===== src/rtl/mem_access_seq.sv =====
// SRAM access sequencer: turns a one-cycle read/write request into timed active-low
// CE/OE/WE strobes, holds address/data for the whole access and returns a Ready pulse.
module mem_access_seq #(
    parameter int READ_WAIT  = 2,
    parameter int WRITE_WAIT = 2
) (
    input  logic        Clk,
    input  logic        Reset,
    input  logic        Req_Rd,
    input  logic        Req_Wr,
    input  logic [15:0] Addr_In,
    input  logic [15:0] Data_W,
    input  logic [15:0] Data_from_SRAM,
    output logic [15:0] Data_R,
    output logic        Ready,
    output logic        Busy,
    output logic [19:0] ADDR,
    output logic [15:0] Data_to_SRAM,
    output logic        Drive_En,
    output logic        Mem_CE,
    output logic        Mem_OE,
    output logic        Mem_WE,
    output logic        Mem_UB,
    output logic        Mem_LB
);

    typedef enum logic [2:0] {
        S_IDLE     = 3'd0,
        S_RD       = 3'd1,
        S_WR_SETUP = 3'd2,
        S_WR_PULSE = 3'd3,
        S_WR_HOLD  = 3'd4,
        S_DONE     = 3'd5
    } state_t;

    localparam logic [3:0] RD_LOAD = 4'(READ_WAIT - 1);
    localparam logic [3:0] WR_LOAD = 4'(WRITE_WAIT - 1);

    state_t      r_state;
    state_t      w_next_state;
    logic [3:0]  r_cnt;
    logic [3:0]  w_next_cnt;
    logic        w_latch_addr;
    logic        w_latch_wdata;
    logic        w_capture;

    logic [15:0] r_addr;
    logic [15:0] r_wdata;
    logic [15:0] r_data_r;

    logic        w_ce_n;
    logic        w_oe_n;
    logic        w_we_n;
    logic        w_drive;
    logic        w_busy;
    logic        w_ready;
    logic        r_ce_n;
    logic        r_oe_n;
    logic        r_we_n;
    logic        r_drive;
    logic        r_busy;
    logic        r_ready;

    // State and wait-counter register
    always_ff @(posedge Clk) begin
        if (!Reset) begin
            r_state <= S_IDLE;
            r_cnt   <= 4'd0;
        end else begin
            r_state <= w_next_state;
            r_cnt   <= w_next_cnt;
        end
    end

    // Next-state, counter and latch-enable decode
    always_comb begin
        w_next_state  = r_state;
        w_next_cnt    = r_cnt;
        w_latch_addr  = 1'b0;
        w_latch_wdata = 1'b0;
        w_capture     = 1'b0;
        case (r_state)
            S_IDLE: begin
                // Read has priority when both requests arrive together
                if (Req_Rd) begin
                    w_next_state = S_RD;
                    w_next_cnt   = RD_LOAD;
                    w_latch_addr = 1'b1;
                end else if (Req_Wr) begin
                    w_next_state  = S_WR_SETUP;
                    w_latch_addr  = 1'b1;
                    w_latch_wdata = 1'b1;
                end else begin
                    w_next_state = S_IDLE;
                end
            end
            S_RD: begin
                if (r_cnt == 4'd0) begin
                    w_next_state = S_DONE;
                    w_capture    = 1'b1;
                end else begin
                    w_next_cnt = r_cnt - 4'd1;
                end
            end
            S_WR_SETUP: begin
                w_next_state = S_WR_PULSE;
                w_next_cnt   = WR_LOAD;
            end
            S_WR_PULSE: begin
                if (r_cnt == 4'd0) begin
                    w_next_state = S_WR_HOLD;
                end else begin
                    w_next_cnt = r_cnt - 4'd1;
                end
            end
            S_WR_HOLD: w_next_state = S_DONE;
            S_DONE:    w_next_state = S_IDLE;
            default:   w_next_state = S_IDLE;
        endcase
    end

    // Strobe decode from the upcoming state so the outputs can be registered
    always_comb begin
        w_ce_n  = 1'b1;
        w_oe_n  = 1'b1;
        w_we_n  = 1'b1;
        w_drive = 1'b0;
        w_busy  = 1'b1;
        w_ready = 1'b0;
        case (w_next_state)
            S_IDLE: w_busy = 1'b0;
            S_RD: begin
                w_ce_n = 1'b0;
                w_oe_n = 1'b0;
            end
            S_WR_SETUP: begin
                w_ce_n  = 1'b0;
                w_drive = 1'b1;
            end
            S_WR_PULSE: begin
                w_ce_n  = 1'b0;
                w_we_n  = 1'b0;
                w_drive = 1'b1;
            end
            S_WR_HOLD: begin
                w_ce_n  = 1'b0;
                w_drive = 1'b1;
            end
            S_DONE:  w_ready = 1'b1;
            default: w_busy  = 1'b0;
        endcase
    end

    // Registered strobes; reset forces them inactive on the same edge
    always_ff @(posedge Clk) begin
        if (!Reset) begin
            r_ce_n  <= 1'b1;
            r_oe_n  <= 1'b1;
            r_we_n  <= 1'b1;
            r_drive <= 1'b0;
            r_busy  <= 1'b0;
            r_ready <= 1'b0;
        end else begin
            r_ce_n  <= w_ce_n;
            r_oe_n  <= w_oe_n;
            r_we_n  <= w_we_n;
            r_drive <= w_drive;
            r_busy  <= w_busy;
            r_ready <= w_ready;
        end
    end

    // Address / write-data latches and read-data capture
    always_ff @(posedge Clk) begin
        if (!Reset) begin
            r_addr   <= 16'h0000;
            r_wdata  <= 16'h0000;
            r_data_r <= 16'h0000;
        end else begin
            if (w_latch_addr) begin
                r_addr <= Addr_In;
            end else begin
                r_addr <= r_addr;
            end
            if (w_latch_wdata) begin
                r_wdata <= Data_W;
            end else begin
                r_wdata <= r_wdata;
            end
            if (w_capture) begin
                r_data_r <= Data_from_SRAM;
            end else begin
                r_data_r <= r_data_r;
            end
        end
    end

    assign Data_R       = r_data_r;
    assign Ready        = r_ready;
    assign Busy         = r_busy;
    assign ADDR         = {4'b0000, r_addr};
    assign Data_to_SRAM = r_wdata;
    assign Drive_En     = r_drive;
    assign Mem_CE       = r_ce_n;
    assign Mem_OE       = r_oe_n;
    assign Mem_WE       = r_we_n;
    assign Mem_UB       = 1'b0;
    assign Mem_LB       = 1'b0;

endmodule


===== config.mk =====
export PLATFORM = sky130hd
export DESIGN_NAME = mem_access_seq
export DESIGN_NICKNAME = d
export VERILOG_FILES = /design/src/rtl/mem_access_seq.sv
export SDC_FILE = /design/constraint.sdc
export NUM_CORES = 1
export LEC_CHECK = 0
export CAP_MARGIN = 5
export CORE_UTILIZATION = 44
export CTS_CLUSTER_DIAMETER = 150
export DETAILED_ROUTE_END_ITERATION = 10
export GPL_ROUTABILITY_DRIVEN = 0
export PLACE_DENSITY = 0.82
export SLEW_MARGIN = 30
export SYNTH_ARGS = -nofsm -noshare
export SYNTH_HDL_FRONTEND = slang
export SYNTH_SLANG_ARGS = --single-unit
export TNS_END_PERCENT = 50

===== constraint.sdc =====
create_clock -name Clk -period 3.65 [get_ports Clk]
set_clock_uncertainty 0.05 [all_clocks]
set_input_delay 0.73 -clock Clk [delete_from_list [all_inputs] [get_ports Clk]]
set_output_delay 0.73 -clock Clk [all_outputs]
set_load 0.02 [all_outputs]

==> results of run 1 <==
power by group through the flow:
| stage | logic [uW] | clock network, uW | registers (uW) |
|---|---|---|---|
| 4_1_cts | 609 | 507 | 803 |
| 6_report | 612 | 494 | 805 |
| 3_5_place_dp | 606 | 0 | 816 |
| 5_1_grt | 663 | 536 | 816 |
| 3_3_place_gp | 596 | 0 | 813 |
| 2_1_floorplan | 313 | 0 | 878 |
critical path, cell delays in order:
cell and delay [ns]:
clkdlybuf4s50_1 0.55, or4_1 0.75, o21ai_0 0.27, a21oi_1 0.09
flip-flops by register name, summed over array words and instances, names as in the netlist:
signal        flops
Busy              1
Data_R           16
Data_to_SRAM     16
Drive_En          1
Mem_CE            1
Mem_OE            1
Mem_WE            1
Ready             1
r_addr           16
r_cnt             4
r_state           3
synth_stat cells, types with 2 or more instances:
master,n,area (um^2)
o21ai_1,8,40.0
nand2b_1,3,18.8
nand3_1,49,245
and2_1,2,12.5
buf_6,3,33.8
dfxtp_1,61,1220
a21oi_1,51,255
clkbuf_1,14,52.6
inv_1,4,15.0
nand2_1,5,18.8
a211oi_1,5,37.5
nor2_1,3,11.3
nor3_1,2,10.0
o21ai_0,40,200
or3_1,2,12.5
or3b_2,2,17.5
buf_2,9,45.0
buf_4,6,45.0
a31oi_1,2,12.5
per-stage QoR:
step / power, uW / util
floorplan: 1190 / -
global placement: 1410 / 0.660
detailed placement: 1420 / 0.660
CTS: 1920 / 0.690
global route: 2020 / 0.692
finish: 1910 / 0.692
cells by family after synthesis:
group	synth area share
buffers and inverters	0.0802
flip-flops	0.492
other	0.00151
AND/OR/NAND/NOR	0.175
adder cells (fa/ha/maj)	0.00504
AO/OA/AOI/OAI	0.246
layout make-up:
| cell class | instances | share of cell area |
|---|---|---|
| sequential | 61 | 0.335 |
| timing repair buffer | 107 | 0.292 |
| clock inverter | 2 | 0.00274 |
| clock buffer | 13 | 0.0408 |
| multi-input combinational | 198 | 0.300 |
| inverter | 5 | 0.00514 |
| tap | 70 | 0.0240 |
per-layer routing:
layer / GRT usage / wire, um
met5: 0 / 0
met4: 0.119 / 156
met3: 0.0440 / 396
met2: 0.383 / 3350
met1: 0.272 / 2760
final timing paths:
check / startpoint / to / slack (ns) / cells past startpoint
worst max-delay path: Req_Rd / Data_to_SRAM[0] / 1.37 / 4
worst min register to register: Data_R[4] / Data_R[4] / 0.42 / 2
worst max register to register: r_state[0] / Data_to_SRAM[0] / 1.71 / 3
worst min-delay path: Data_R[4] / Data_R[4] / 0.42 / 2
==> flow_summary_export.csv, run 1 <==
group,metric,value,unit
setup_path,end_kind,"register",
clock_tree,clk_pin_slew_worst_paths,0.07,ns
floorplanning,pin_count,112,
layout,layout_common_cells,"clkdlybuf4s50_1, dfxtp_1, a21oi_1",
setup_path,startpoint_type,"input pin",
sta,period_share,0.624,
sta,timing.final.hold_violations,0,
floorplanning,die_area,5940,um^2
global_route,track_usage,0.227,
layout,nets,435,
setup_path,timing_worst_setup_path_type,"input pin to register",
clock_tree,cts.sinks,61,
synthesis,syn-instance-count,292,
synthesis,synth_seq_cells,61,
clock_tree,clockBufferDepth,2,
sta,setup_slack,1.37,ns
layout,postLayoutCellArea,3650,um^2
routing,drtPass1Iterations,4,
power_and_ir_drop,power.density,524,nW/um^2
worst_hold_path,hp-class,"register to register",
sta,period_minus_slack,2.28,ns
power_and_ir_drop,switching_share,0.335,
clock_tree,cts-root-buf,"clkbuf_8",
floorplanning,fp.dieW,77.1,um
routing,ant_nets,0,
layout,drive_above_1_share,0.0622,
clock_tree,post_cts_resize_count,0,
placed_design,dp_hpwl,4420,um
global_route,grt_pass1_vias,2300,
sta,fmax,0.439,GHz
synthesis,syn_area,2480,um^2
clock_tree,worstSkewPairLatency,0.32,ns
global_route,grt.overflow.total,0,
floorplanning,die_h,77.1,um
routing,vias,2460,
synthesis,post_synth_num_cell_types,40,
power_and_ir_drop,power_frac_clock,0.258,
power_and_ir_drop,seqPwrFrac,0.421,
sta,max-slew-margin-rel,0.397,
clock_tree,cts_buffers,9,
clock_tree,cts_tree,"built",
job,max_cap_violations,0,
placed_design,portBuffers,105,
layout,final_cells,456,
clock_tree,cts_hold_buf,0,
floorplanning,core_area,5270,um^2
layout,multi_input_area,1100,um^2
setup_path,path_max_fanout,17,
routing,drt_iter0_drc,195,
routing,drt-total-wl,6660,um
synthesis,yosysWarnings,0,
setup_path,cp.required,3.77,ns
synthesis,synth_ff_type,"dfxtp_1",
placed_design,postPlaceCellArea,3480,um^2
setup_path,cp.arrival,2.39,ns
sta,setup_viol,0,
placed_design,place_ws,1.04,ns
global_route,antenna_found_initial,0,
power_and_ir_drop,switchingPower,640,uW
layout,fill_cells,443,
floorplanning,std_cell_rows,26,
clock_tree,post_cts_buffers,0,
layout,area_delta_synth_final,47.1,%
power_and_ir_drop,combPwrFrac,0.320,
power_and_ir_drop,power.leakage,0.00127,uW
layout,register_area,1220,um^2
sta,hold_slack,0.424,ns
routing,via_per_inst,5.39,
synthesis,async_flop_share,0,
sta,rsz0062_at_grt,"no",
layout,antennaDiodeCount,0,
synthesis,synth_edf_count,0,
power_and_ir_drop,p_int,1270,uW
synthesis,yosysSeqAreaShare,0.492,
sta,tightest_slew,0.904,ns
routing,routedWlPerCell,14.6,um
placed_design,place_inst,441,
sta,slew_viol_final,0,
run_status,outcome,"finished clean",
sta,tns,0,ns
global_route,grt_max_degree,55,
routing,drcViolationCount,0,
power_and_ir_drop,ir_worst_vdd,0.260,mV
layout,layout_commonest_cell,"clkdlybuf4s50_1",
global_route,grt_pass1_wl,10700,um
synthesis,avgSynthCellArea,8.49,um^2
clock_tree,h-tree-depth,3,
floorplanning,initial_core_util,0.471,
No activity file was read; power rests on OpenSTA's default activity.
==> run 2: changes to the inputs <==
- CORE_UTILIZATION: 44 -> 41
- PLACE_DENSITY: 0.82 -> 0.77
- clock period: 3.65 -> 2.4 ns (I/O delays scaled with it)
==> run 2 against run 1 <==
Worst setup slack got worse by 0.89 ns. Register-to-register slack lost 1.2 ns. Core utilization fell by 3.4 points.
==> flow_summary_export.csv, run 2 (synthesis results as in run 1) <==
group,metric,value,unit
clock_tree,post_cts_buffers,0,
floorplanning,initial_core_util,0.437,
sta,setup_viol,0,
layout,nets,441,
power_and_ir_drop,power.leakage,0.00131,uW
worst_hold_path,whs_endpoint,"Data_to_SRAM[9]",
layout,layout_commonest_cell,"clkdlybuf4s50_1",
sta,tightest_slew,0.657,ns
global_route,grt.overflow.total,0,
sta,timing.final.hold_violations,0,
setup_path,cp.arrival,2.06,ns
setup_path,timing_worst_setup_path_type,"register to register",
floorplanning,core_area,5680,um^2
placed_design,place_ws,0.257,ns
floorplanning,pin_count,112,
routing,met1_length,2870,um
floorplanning,std_cell_rows,27,
setup_path,cp.required,2.55,ns
setup_path,reg2reg_depth,3,
worst_hold_path,worstHoldPathCells,2,
clock_tree,cts_buffers,9,
job,max_cap_violations,0,
power_and_ir_drop,ir_worst_vdd,0.444,mV
routing,ant_nets,0,
setup_path,path_max_fanout,18,
sta,tns,0,ns
setup_path,timing.rr.start,"r_state[0]",
floorplanning,die_area,6360,um^2
sta,period_minus_slack,1.92,ns
routing,via_per_inst,5.31,
sta,slew_viol_final,0,
layout,area_delta_synth_final,50.6,%
setup_path,critPathSlowestCell,"or4_1",
setup_path,path_cells,"or4_1 -> o21ai_0 -> a21oi_1",
setup_path,path_buf_inv,0,
global_route,antenna_found_initial,0,
layout,fill_cells,508,
placed_design,portBuffers,105,
routing,vias,2471,
setup_path,critPathMaxStageDelay,0.88,ns
clock_tree,clockBufferDepth,2,
power_and_ir_drop,power.density,835,nW/um^2
global_route,grt_pass1_wl,10300,um
clock_tree,cts_hold_buf,0,
routing,drtPass1Iterations,4,
clock_tree,cts_tree,"built",
routing,wl_met2,3230,um
clock_tree,post_cts_resize_count,0,
setup_path,critical_path_depth,3,
layout,layout_common_cells,"clkdlybuf4s50_1, dfxtp_1, a21oi_1",
sta,max-slew-margin-rel,0.562,
clock_tree,worstSkewPairLatency,0.32,ns
clock_tree,h-tree-depth,3,
floorplanning,die_h,79.8,um
routing,drcViolationCount,0,
setup_path,reg2reg_slack,0.48,ns
power_and_ir_drop,power,3120,uW
clock_tree,clk_pin_slew_worst_paths,0.07,ns
global_route,track_usage,0.207,
global_route,grt_pass1_vias,2261,
placed_design,dp_hpwl,4400,um
clock_tree,cts-root-buf,"clkbuf_8",
routing,routedWlPerCell,14.0,um
global_route,grt_max_degree,25,
setup_path,r2r_end,"Data_to_SRAM[2]",
floorplanning,fp.dieW,79.8,um
routing,drt_iter0_drc,152,
sta,setup_slack,0.481,ns
layout,drive_above_1_share,0.0763,
routing,top_layer,"met4",
sta,period_share,0.800,
run_status,outcome,"finished clean",
clock_tree,cts.sinks,61,
worst_hold_path,hp-class,"register to register",
setup_path,startpoint_type,"register",
routing,met3_length,314,um
layout,antennaDiodeCount,0,
sta,rsz0062_at_grt,"no",
setup_path,end_kind,"register",
sta,fmax,0.521,GHz
setup_path,path_delay_family,"simple AND/OR/NAND/NOR gates",
worst_hold_path,hold_start,"Data_to_SRAM[9]",
routing,drt-total-wl,6520,um
[run 2: cell types whose count changed in the layout (fill, tap and decap cells not counted), sizes merged]
cell and delta:
buf +6, clkinv -1, clkinvlp +1, clkbuf -1, bufinv +2
[run 2: routing by layer]
layer	GRT usage	up-vias
li1	-	1223
met1	0.252	1165
met2	0.352	74
met3	0.0354	9
met4	0.100	0
met5	0	-
[run 2: per-stage QoR]
stage / instance area, um^2 / util / hold WS, ns / cells
floorplan: 2500 / - / 0.425 / 297
global placement: 3520 / 0.621 / 0.407 / 449
detailed placement: 3520 / 0.621 / 0.418 / 449
CTS: 3730 / 0.658 / 0.428 / 465
global route: 3730 / 0.658 / 0.446 / 465
finish: 3730 / 0.658 / 0.423 / 465
[run 2: worst register-to-register path: stages, from the launching register on]
cell and delay [ns]:
dfxtp_1 0.49, or4_1 0.88, o21ai_0 0.29, a21oi_1 0.09
[run 2: report_power, final]
| part | switching [uW] | internal [uW] |
|---|---|---|
| Combinational | 524 | 415 |
| Clock | 373 | 584 |
| Sequential | 87.0 | 1130 |
| Total | 985 | 2130 |
[run 2: worst max-delay path by stage]
| stage | to | from | slack, ns |
|---|---|---|---|
| after floorplan | Data_R[10] | r_cnt[0] | 0.73 |
| after global placement | Data_to_SRAM[1] | Req_Rd | 0.29 |
| after detailed placement | Data_to_SRAM[3] | Req_Rd | 0.26 |
| after CTS | Data_to_SRAM[3] | r_state[0] | 0.51 |
| after global routing | Data_to_SRAM[0] | r_state[0] | 0.36 |
| final | Data_to_SRAM[2] | r_state[0] | 0.48 |
[run 2: layout make-up]
type | count | area (um^2) | share of cell area
flip-flops and latches | 61 | 1220 | 0.327
repair buffers | 113 | 1110 | 0.297
multi-input cells | 198 | 1090 | 0.291
clock buffers | 12 | 135 | 0.0362
well taps | 72 | 90.1 | 0.0241
clock inverters | 4 | 72.6 | 0.0194
inverters | 5 | 18.8 | 0.00503
